===== src/rtl/arb_seq_if.sv =====
// Handshake and bus bundle between arb_seq, its priority source, the
// external 64-square arbiter and the move-ordering consumer.
//
// The slave modport is the sequencer's view. The master modport is the
// view of everything around it: the loader, the arbiter and the consumer.
interface arb_seq_if;

    // Load side: a priority vector plus a one-cycle capture strobe.
    logic         load;
    logic [191:0] prio_in;

    // Arbiter side: the registered vector goes out, and {empty, square}
    // comes back combinationally.
    logic [191:0] arb_prio;
    logic [6:0]   arb_result;

    // Consumer side: a valid/ready stream of emitted squares.
    logic         sq_valid;
    logic         sq_ready;
    logic [5:0]   sq_out;
    logic [2:0]   sq_prio;

    // Status outputs.
    logic         busy;
    logic         done;
    logic [6:0]   count;

    modport slave (
        input  load,
        input  prio_in,
        input  arb_result,
        input  sq_ready,
        output arb_prio,
        output sq_valid,
        output sq_out,
        output sq_prio,
        output busy,
        output done,
        output count
    );

    modport master (
        output load,
        output prio_in,
        output arb_result,
        output sq_ready,
        input  arb_prio,
        input  sq_valid,
        input  sq_out,
        input  sq_prio,
        input  busy,
        input  done,
        input  count
    );

endinterface


===== src/rtl/arb_seq.sv =====
// Sequencing front end for the 64-square priority arbiter.
//
// The block holds a 64 x 3-bit priority vector and drives it to the
// external arbiter. Each round it reads back the winning square, offers
// that square on a valid/ready stream, and zeroes the square's priority
// once the consumer accepts it. The next round then picks the next-best
// square. A sequence ends when the arbiter reports empty or when
// MAX_EMIT squares have gone out.
module arb_seq #(
    parameter int MAX_EMIT = 64
) (
    input  logic     clk,
    input  logic     rst,
    arb_seq_if.slave bus
);

    typedef enum logic [1:0] {
        IDLE,
        EVAL,
        PRESENT,
        DONE
    } state_t;

    state_t       state_q;
    logic [191:0] arbPrio_q;
    logic [5:0]   sqOut_q;
    logic [2:0]   sqPrio_q;
    logic         sqValid_q;
    logic         busy_q;
    logic         done_q;
    logic [6:0]   count_q;

    logic         arbEmpty;
    logic [5:0]   winSq;
    logic [8:0]   winShift;
    logic [191:0] winShifted;
    logic [2:0]   winPrio_d;
    logic [8:0]   clrShift;
    logic [191:0] clrMask;
    logic [191:0] arbPrioCleared_d;
    logic         limitHit;
    logic [6:0]   countInc_d;

    // Decode the arbiter result. Also look up the winner's priority field
    // in the vector that the arbiter is currently seeing.
    always_comb begin
        arbEmpty   = bus.arb_result[6];
        winSq      = bus.arb_result[5:0];
        winShift   = {3'b000, winSq} * 9'd3;
        winShifted = arbPrio_q >> winShift;
        winPrio_d  = winShifted[2:0];
    end

    // Work out the vector after the presented square's field is cleared.
    // Every other field passes through untouched.
    always_comb begin
        clrShift         = {3'b000, sqOut_q} * 9'd3;
        clrMask          = {189'd0, 3'b111} << clrShift;
        arbPrioCleared_d = arbPrio_q & ~clrMask;
    end

    // Emit-limit detection and a saturating count increment.
    always_comb begin
        limitHit   = (count_q == 7'(MAX_EMIT));
        countInc_d = limitHit ? count_q : count_q + 7'd1;
    end

    // Main sequencer FSM. All outputs are registered here. A load in any
    // state restarts the sequence and wins over a same-cycle handshake.
    always_ff @(posedge clk or posedge rst) begin
        if (rst) begin
            state_q   <= IDLE;
            arbPrio_q <= '0;
            sqOut_q   <= '0;
            sqPrio_q  <= '0;
            sqValid_q <= 1'b0;
            busy_q    <= 1'b0;
            done_q    <= 1'b0;
            count_q   <= '0;
        end else begin
            done_q <= 1'b0;
            if (bus.load) begin
                arbPrio_q <= bus.prio_in;
                count_q   <= '0;
                sqValid_q <= 1'b0;
                busy_q    <= 1'b1;
                state_q   <= EVAL;
            end else begin
                case (state_q)
                    IDLE: begin
                        busy_q <= 1'b0;
                    end
                    EVAL: begin
                        if (arbEmpty || limitHit) begin
                            done_q  <= 1'b1;
                            state_q <= DONE;
                        end else begin
                            sqOut_q   <= winSq;
                            sqPrio_q  <= winPrio_d;
                            sqValid_q <= 1'b1;
                            state_q   <= PRESENT;
                        end
                    end
                    PRESENT: begin
                        if (bus.sq_ready) begin
                            arbPrio_q <= arbPrioCleared_d;
                            count_q   <= countInc_d;
                            sqValid_q <= 1'b0;
                            state_q   <= EVAL;
                        end
                    end
                    DONE: begin
                        busy_q  <= 1'b0;
                        state_q <= IDLE;
                    end
                    default: begin
                        state_q <= IDLE;
                    end
                endcase
            end
        end
    end

    // Drive the registered state onto the interface.
    always_comb begin
        bus.arb_prio = arbPrio_q;
        bus.sq_valid = sqValid_q;
        bus.sq_out   = sqOut_q;
        bus.sq_prio  = sqPrio_q;
        bus.busy     = busy_q;
        bus.done     = done_q;
        bus.count    = count_q;
    end

endmodule


===== src/flat_wrapper.sv =====
// flat-port wrapper written by rule: the top's interface ports become plain ports
module arb_seq_flat 
#(
    parameter int MAX_EMIT = 64
)
  (clk, rst, bus_load, bus_prio_in, bus_arb_result, bus_sq_ready, bus_arb_prio, bus_sq_valid, bus_sq_out, bus_sq_prio, bus_busy, bus_done, bus_count);
  arb_seq_if bus_i ();
  input  logic clk;
  input  logic rst;
  input wire logic [$bits(bus_i.load)-1:0] bus_load;
  input wire logic [$bits(bus_i.prio_in)-1:0] bus_prio_in;
  input wire logic [$bits(bus_i.arb_result)-1:0] bus_arb_result;
  input wire logic [$bits(bus_i.sq_ready)-1:0] bus_sq_ready;
  output wire logic [$bits(bus_i.arb_prio)-1:0] bus_arb_prio;
  output wire logic [$bits(bus_i.sq_valid)-1:0] bus_sq_valid;
  output wire logic [$bits(bus_i.sq_out)-1:0] bus_sq_out;
  output wire logic [$bits(bus_i.sq_prio)-1:0] bus_sq_prio;
  output wire logic [$bits(bus_i.busy)-1:0] bus_busy;
  output wire logic [$bits(bus_i.done)-1:0] bus_done;
  output wire logic [$bits(bus_i.count)-1:0] bus_count;
  assign bus_i.load = bus_load;
  assign bus_i.prio_in = bus_prio_in;
  assign bus_i.arb_result = bus_arb_result;
  assign bus_i.sq_ready = bus_sq_ready;
  assign bus_arb_prio = bus_i.arb_prio;
  assign bus_sq_valid = bus_i.sq_valid;
  assign bus_sq_out = bus_i.sq_out;
  assign bus_sq_prio = bus_i.sq_prio;
  assign bus_busy = bus_i.busy;
  assign bus_done = bus_i.done;
  assign bus_count = bus_i.count;
  arb_seq #(.MAX_EMIT(MAX_EMIT)) u_core (.clk(clk), .rst(rst), .bus(bus_i));
endmodule

===== config.mk =====
export PLATFORM = sky130hd
export DESIGN_NAME = arb_seq_flat
export DESIGN_NICKNAME = d
export VERILOG_FILES = /design/src/rtl/arb_seq_if.sv /design/src/rtl/arb_seq.sv /design/src/flat_wrapper.sv
export SDC_FILE = /design/constraint.sdc
export NUM_CORES = 1
export LEC_CHECK = 0
export BUFFER_PORTS_ARGS = -buffer_cell sky130_fd_sc_hd__buf_2
export CAP_MARGIN = 0
export CORE_AREA = 4 4 157 159
export DETAILED_ROUTE_END_ITERATION = 16
export DIE_AREA = 0 0 161 163
export PLACE_DENSITY = 0.72
export REMOVE_ABC_BUFFERS = 1
export SLEW_MARGIN = 5
export SYNTH_ARGS = -nofsm -noshare
export SYNTH_HDL_FRONTEND = slang
export SYNTH_SLANG_ARGS = --single-unit

===== constraint.sdc =====
create_clock -name clk -period 21.1 [get_ports clk]
set_clock_uncertainty 0.15 [all_clocks]
set_input_delay 4.22 -clock clk [delete_from_list [all_inputs] [get_ports clk]]
set_output_delay 4.22 -clock clk [all_outputs]
set_load 0.01 [all_outputs]

# [Yosys cells after proc, flatten, opt, wreduce, memory -nomap -nowiden]
# Index checks and enable logic that the tools add are counted.
[totals] input_bits=203 ff_bits=213 word_cells=57
[op_classes] bitwise=4 shift=2 reduce_logical=13 eq_ne=7 multipliers=2 n_mux=20 addsub=1
[ops] op="2-to-1 mux 192 bit" count=3
[ops] op="bitwise AND 192 bit" count=1
[ops] op="NOT 192 bit" count=1
[ops] op="left shift 3 x 8 -> 192 bit (first input constant)" count=1
[ops] op=">> shifter 192 x 8 -> 3 bit" count=1
[ops] op="2-to-1 mux 7 bit" count=4
[ops] op="multiplier 6 x 2 -> 8 bit (second input constant)" count=2
[ops] op="2-to-1 mux 1 bit" count=9
[ops] op="AND reduction 3 bit" count=3
[ops] op="adder 7 x 1 -> 7 bit (second input constant)" count=1
[ops] op="== test 7 bit (second input constant)" count=1
[ops] op="inequality test 3 bit (second input constant)" count=2
[ops] op="one-hot mux 2 bit (3 select lines)" count=1
[ops] op="nonzero test 2 bit" count=3
[ops] op="== test 2 bit (second input constant)" count=2
[ops] op="2-to-1 mux 2 bit" count=2
[ops] op="AND reduction 2 bit" count=2
[ops] op="nonzero test 4 bit" count=1
[ops] op="nonzero test 3 bit" count=1
[ops] op="== test 2 x 1 -> 1 bit (second input constant)" count=1
[ops] op="zero test 2 bit" count=1
[ops] op="inequality test 2 bit (second input constant)" count=1
[ops] op="NOT 1 bit" count=2
[ops] op="one-hot mux 1 bit (2 select lines)" count=1
[ops] op="2 further kinds" count=2

# [Depth between registers and ports, before layout]
[depth] ltp_word=7 mapped_depth=10 ltp_nobuf=8

# [Worst setup path before layout]
# OpenSTA, ideal clock, no wires.
[synth_timing] path_kind="input-to-reg" from="input port bus_arb_result[0]" to="register u_core.sqPrio_q[2], in the netlist u_core.bus.sq_prio[2]" setup_time_ns=0.126 path_stages=6 arrival_ns=5.668 required_time_ns=20.824 setup_slack_ns=15.156 cell_sequence="buf_6 > mux4_4 > mux2_2 > o22ai_1 > nor4_1 > a221o_1"
[synth_via] elab_chain_len=2
[synth_lines] element="start, declared" line="flat_wrapper.sv:12" text="input wire logic [$bits(bus_i.arb_result)-1:0] bus_arb_result;"
[synth_lines] element="multiplier 6 x 2 -> 8 bit" line="arb_seq.sv:49" text="winShift = {3'b000, winSq} * 9'd3;"
[synth_lines] element=">> shifter 192 x 8 -> 3 bit" line="arb_seq.sv:50" text="winShifted = arbPrio_q >> winShift;"
[synth_lines] element="end signal, assigned" line="arb_seq.sv:99" text="sqPrio_q <= winPrio_d;"
[synth_lines] element="end, declared" line="arb_seq.sv:27" text="logic [2:0] sqPrio_q;"
# No other way between the ends.
# A chain may end at the register's enable or synchronous reset.

# [Worst setup path in the final report]
[layout_timing] from="input port bus_load" to="register u_core.arbPrio_q[160], in the netlist u_core.bus.arb_prio[160]"
[layout_via] elab_chain_len=2 word_cells_on_any_way=4 cone_classes="mux (1); reduce/logical (3)"
[layout_lines] element="start, declared" line="flat_wrapper.sv:10" text="input wire logic [$bits(bus_i.load)-1:0] bus_load;"
[layout_lines] element="nonzero test 2 bit (no line)"
[layout_lines] element="AND reduction 2 bit (no line)"
[layout_lines] element="end signal, assigned" line="arb_seq.sv:83" text="arbPrio_q <= bus.prio_in;"
[layout_lines] element="end signal, assigned" line="arb_seq.sv:106" text="arbPrio_q <= arbPrioCleared_d;"
[layout_lines] element="end, declared" line="arb_seq.sv:25" text="logic [191:0] arbPrio_q;"
# Several ways; a longest one is shown, not always the timed one.

==> results by group <==
Final layout
  – Layout cells sized above 1: 0.397
  – Layout area overhead: 29.4%
  – Register area: 0.00533 mm^2
  – # fillers: 2011
  – Fin nets: 1418
  – Non-Filler Instances: 1547
  – Commonest non-fill, non-tap cell in the layout: buf_2
  – Commonest non-fill, non-tap cells in the layout: 411 x buf_2, 213 x dfrtp_1, 196 x a22o_1
  – Multi-input logic area: 0.00446 mm^2

Placement
  – IO Port Bufs: 413
  – Final Wtd Congestion: 0.878
  – # placed instances: 1503
  – DP Wirelength: 28.2 mm

Worst hold path
  – Hold Path End: u_core.bus.busy
  – Hold path depth: 1
  – Hold Startpoint: u_core.bus.busy
  – Worst Hold Class: reg -> reg

Detailed routing
  – DR pass1 iterations: 6
  – Final Routed Wirelength: 38.7 mm
  – Iteration-0 DRC Markers: 906
  – Routed length per instance: 25.0 um
  – Total number of vias: 9358
  – Vias per inst: 6.05
  – Antenna Violating Nets Remaining: 0
  – DRC Markers: 0

Floorplan
  – Die Y: 163 um
  – Boundary Pins: 414
  – Starting density of the core: 0.438
  – Core area: 0.0233 mm^2
  – DIE AREA: 0.0262 mm^2
  – Row cnt: 56
  – Chip width: 161 um

Worst setup path
  – CP Max Fanout: 87
  – Crit path kind: in -> reg
  – Reg2Reg Setup Slack: 18.23 ns
  – Required @ worst endpoint: 21.35 ns
  – Startpoint types: input pin
  – Nature of the critical path endpoint: flop
  – Critical R2R Capture: u_core.bus.arb_prio[160]
  – Worst reg2reg path startpoint: u_core.state_q[0]
  – Crit path DAT: 6.98 ns
  – R2r worst-path depth: 6

Synth
  – Share of the synthesized area in the top cell type: 0.524
  – Cell taking the most area after synthesis: dfrtp_1
  – Sequential fraction of the synthesis area: 0.524
  – Synth Cell Area: 0.0102 mm^2
  – Post-synthesis cell count: 832
  – Synth Register Bits: 213
  – Mean Syn Cell Area: 12.2 um^2
  – Number of library cell types mapped by synthesis: 47
  – Ranking of synthesized cells by area: dfrtp_1 52%, a22o_1 17%, mux2i_1 5.6%
  – YS warnings: 0

Global routing
  – Most Crowded Layer GR: met2
  – GR Util met2: 0.458
  – GRT Total Usage: 0.281
  – Vias in the first global route: 9183
  – GR Util met1: 0.383
  – Largest net degree at the start of global routing: 90
  – Initial antenna violation count: 3
  – Met3 Use GR: 0.0526
  – First-pass GRT wire length: 56.5 mm
  – Gr ovfl total: 0

Clocking
  – Total CTS buffers: 24
  – Clk buf depth: 3
  – Setup bufs post-CTS: 0
  – H-tree depth: 1
  – CTS tree: done
  – Skew-Pair Late Insertion Delay: 0.52 ns
  – Root Driver: clkbuf_16
  – Cts repair resizes: 0
  – Hold buffers post-CTS: 0
  – Clk slew on worst S/H paths: 0.06 ns
  – CTS Sinks: 213

Power and ir drop
  – Cell-internal power: 868 uW
  – NetSw: 455 uW
  – Final Power: 1.32 mW
  – Maximum vdd drop: 0.0000600 V
  – Sw frac: 0.344
  – Combinational group share of total power: 0.269
  – Pleak: 6.45 nW
  – Flop pwr share: 0.410
  – Clock power frac: 0.321
  – P per Cell Area: 100 mW/mm^2

STA
  – Setup-failing EPs final: 0
  – Fin crit period: 6.73 ns
  – Slew headroom: 0.165
  – Slew @ Worst Pin: 1.25 ns
  – Final hold viol count: 0
  – Fmax: 149 MHz
  – Pins Over Slew Limit: 0
  – WHS: 0.332 ns
  – RSZ-0062 raised after global routing: false
  – Period Utilization, post-route: 0.319
  – TNS Setup: 0 ns

Status
  – Outcome: completed

Flow run
  – Maxcap violations: 0
[power by group through the flow]
stage          sequential [mW]  combinational, mW  clock, mW
2_1_floorplan            0.559              0.156          0
5_1_grt                  0.550              0.385      0.448
3_5_place_dp             0.546              0.354          0
3_3_place_gp             0.546              0.349          0
4_1_cts                  0.540              0.355      0.430
6_report                 0.542              0.356      0.425
[area by class of cell]
cell class                      count  share of cell area
Antenna cell                        2            0.000380
Clock buffer                       31              0.0522
Clock inverter                     11             0.00836
Inverter                            9             0.00313
Multi-Input combinational cell    541               0.339
Sequential cell                   213               0.405
Tap cell                          319              0.0303
Timing Repair Buffer              421               0.162
[synthesized netlist by cell type (all sizes together)]
| master | count |
|---|---|
| a211o | 1 |
| a211oi | 1 |
| a21o | 1 |
| a21oi | 17 |
| a221o | 1 |
| a221oi | 4 |
| a22o | 196 |
| a22oi | 17 |
| a31oi | 2 |
| a41oi | 29 |
| and2 | 2 |
| and3 | 3 |
| buf | 23 |
| clkbuf | 46 |
| dfrtp | 213 |
| ha | 5 |
| inv | 9 |
| mux2 | 11 |
| mux2i | 57 |
| mux4 | 21 |
| nand2 | 26 |
| nand2b | 8 |
| nand3 | 6 |
| nand3b | 2 |
| nand4 | 4 |
| nor2 | 30 |
| nor2b | 7 |
| nor3 | 19 |
| nor3b | 1 |
| nor4 | 10 |
| nor4bb | 1 |
| o211ai | 1 |
| o21ai | 39 |
| o22ai | 7 |
| o2bb2ai | 1 |
| o311ai | 1 |
| or2 | 2 |
| or2b | 1 |
| or3 | 2 |
| or4 | 1 |
| xor2 | 4 |
[sequential cells by signal (all words and copies together), names as in the netlist]
signal / cells
u_core.bus.count: 7
u_core.bus.sq_out: 6
u_core.bus.busy: 1
u_core.bus.sq_prio: 3
u_core.bus.arb_prio: 192
u_core.bus.done: 1
u_core.state_q: 2
u_core.bus.sq_valid: 1
[how the worst max path moves through the flow]
stage,startpoint,endpoint,slack (ns),depth (start not counted)
floorplan,rst,u_core.bus.arb_prio[0],10.91,1
global placement,bus_load,u_core.bus.arb_prio[160],14.05,5
detailed placement,bus_load,u_core.bus.arb_prio[160],13.97,5
CTS,bus_load,u_core.bus.arb_prio[160],14.46,5
global route,bus_load,u_core.bus.arb_prio[160],14.19,5
finish,bus_load,u_core.bus.arb_prio[160],14.37,5
[routing by layer]
layer | up-vias | share of wire
li1 | 4079 | -
met3 | 90 | 0.085
met2 | 538 | 0.48
met4 | 2 | 0.032
met1 | 4649 | 0.40
met5 | - | 0.00018
[cells by family (layout without fill, tap and decap cells)]
kind of cell / count (synthesis) / after routing / share of synthesized area
AO/OA/AOI/OAI: 318 / 318 / 0.248
flip-flops: 213 / 213 / 0.524
AND/OR/NAND/NOR: 125 / 125 / 0.0610
multiplexers: 89 / 89 / 0.119
buffers and inverters: 78 / 472 / 0.0384
adder cells (fa/ha/maj): 5 / 5 / 0.00615
XOR/XNOR: 4 / 4 / 0.00344
other: 0 / 2 / 0
[worst max-delay path, cell delays in order]
cell and delay [ns]:
clkbuf_8 0.46, inv_1 0.32, nand2_1 0.93, o21ai_0 0.65, a22o_1 0.36
[stage by stage]
step	worst slack, ns	instance area (um^2)	util
finish	14.37	13200	0.566
detailed placement	13.97	12400	0.532
CTS	14.46	13200	0.566
floorplan	10.91	9820	-
global placement	14.05	12400	0.532
global route	14.19	13200	0.566
(Power assumes the default switching activity.)
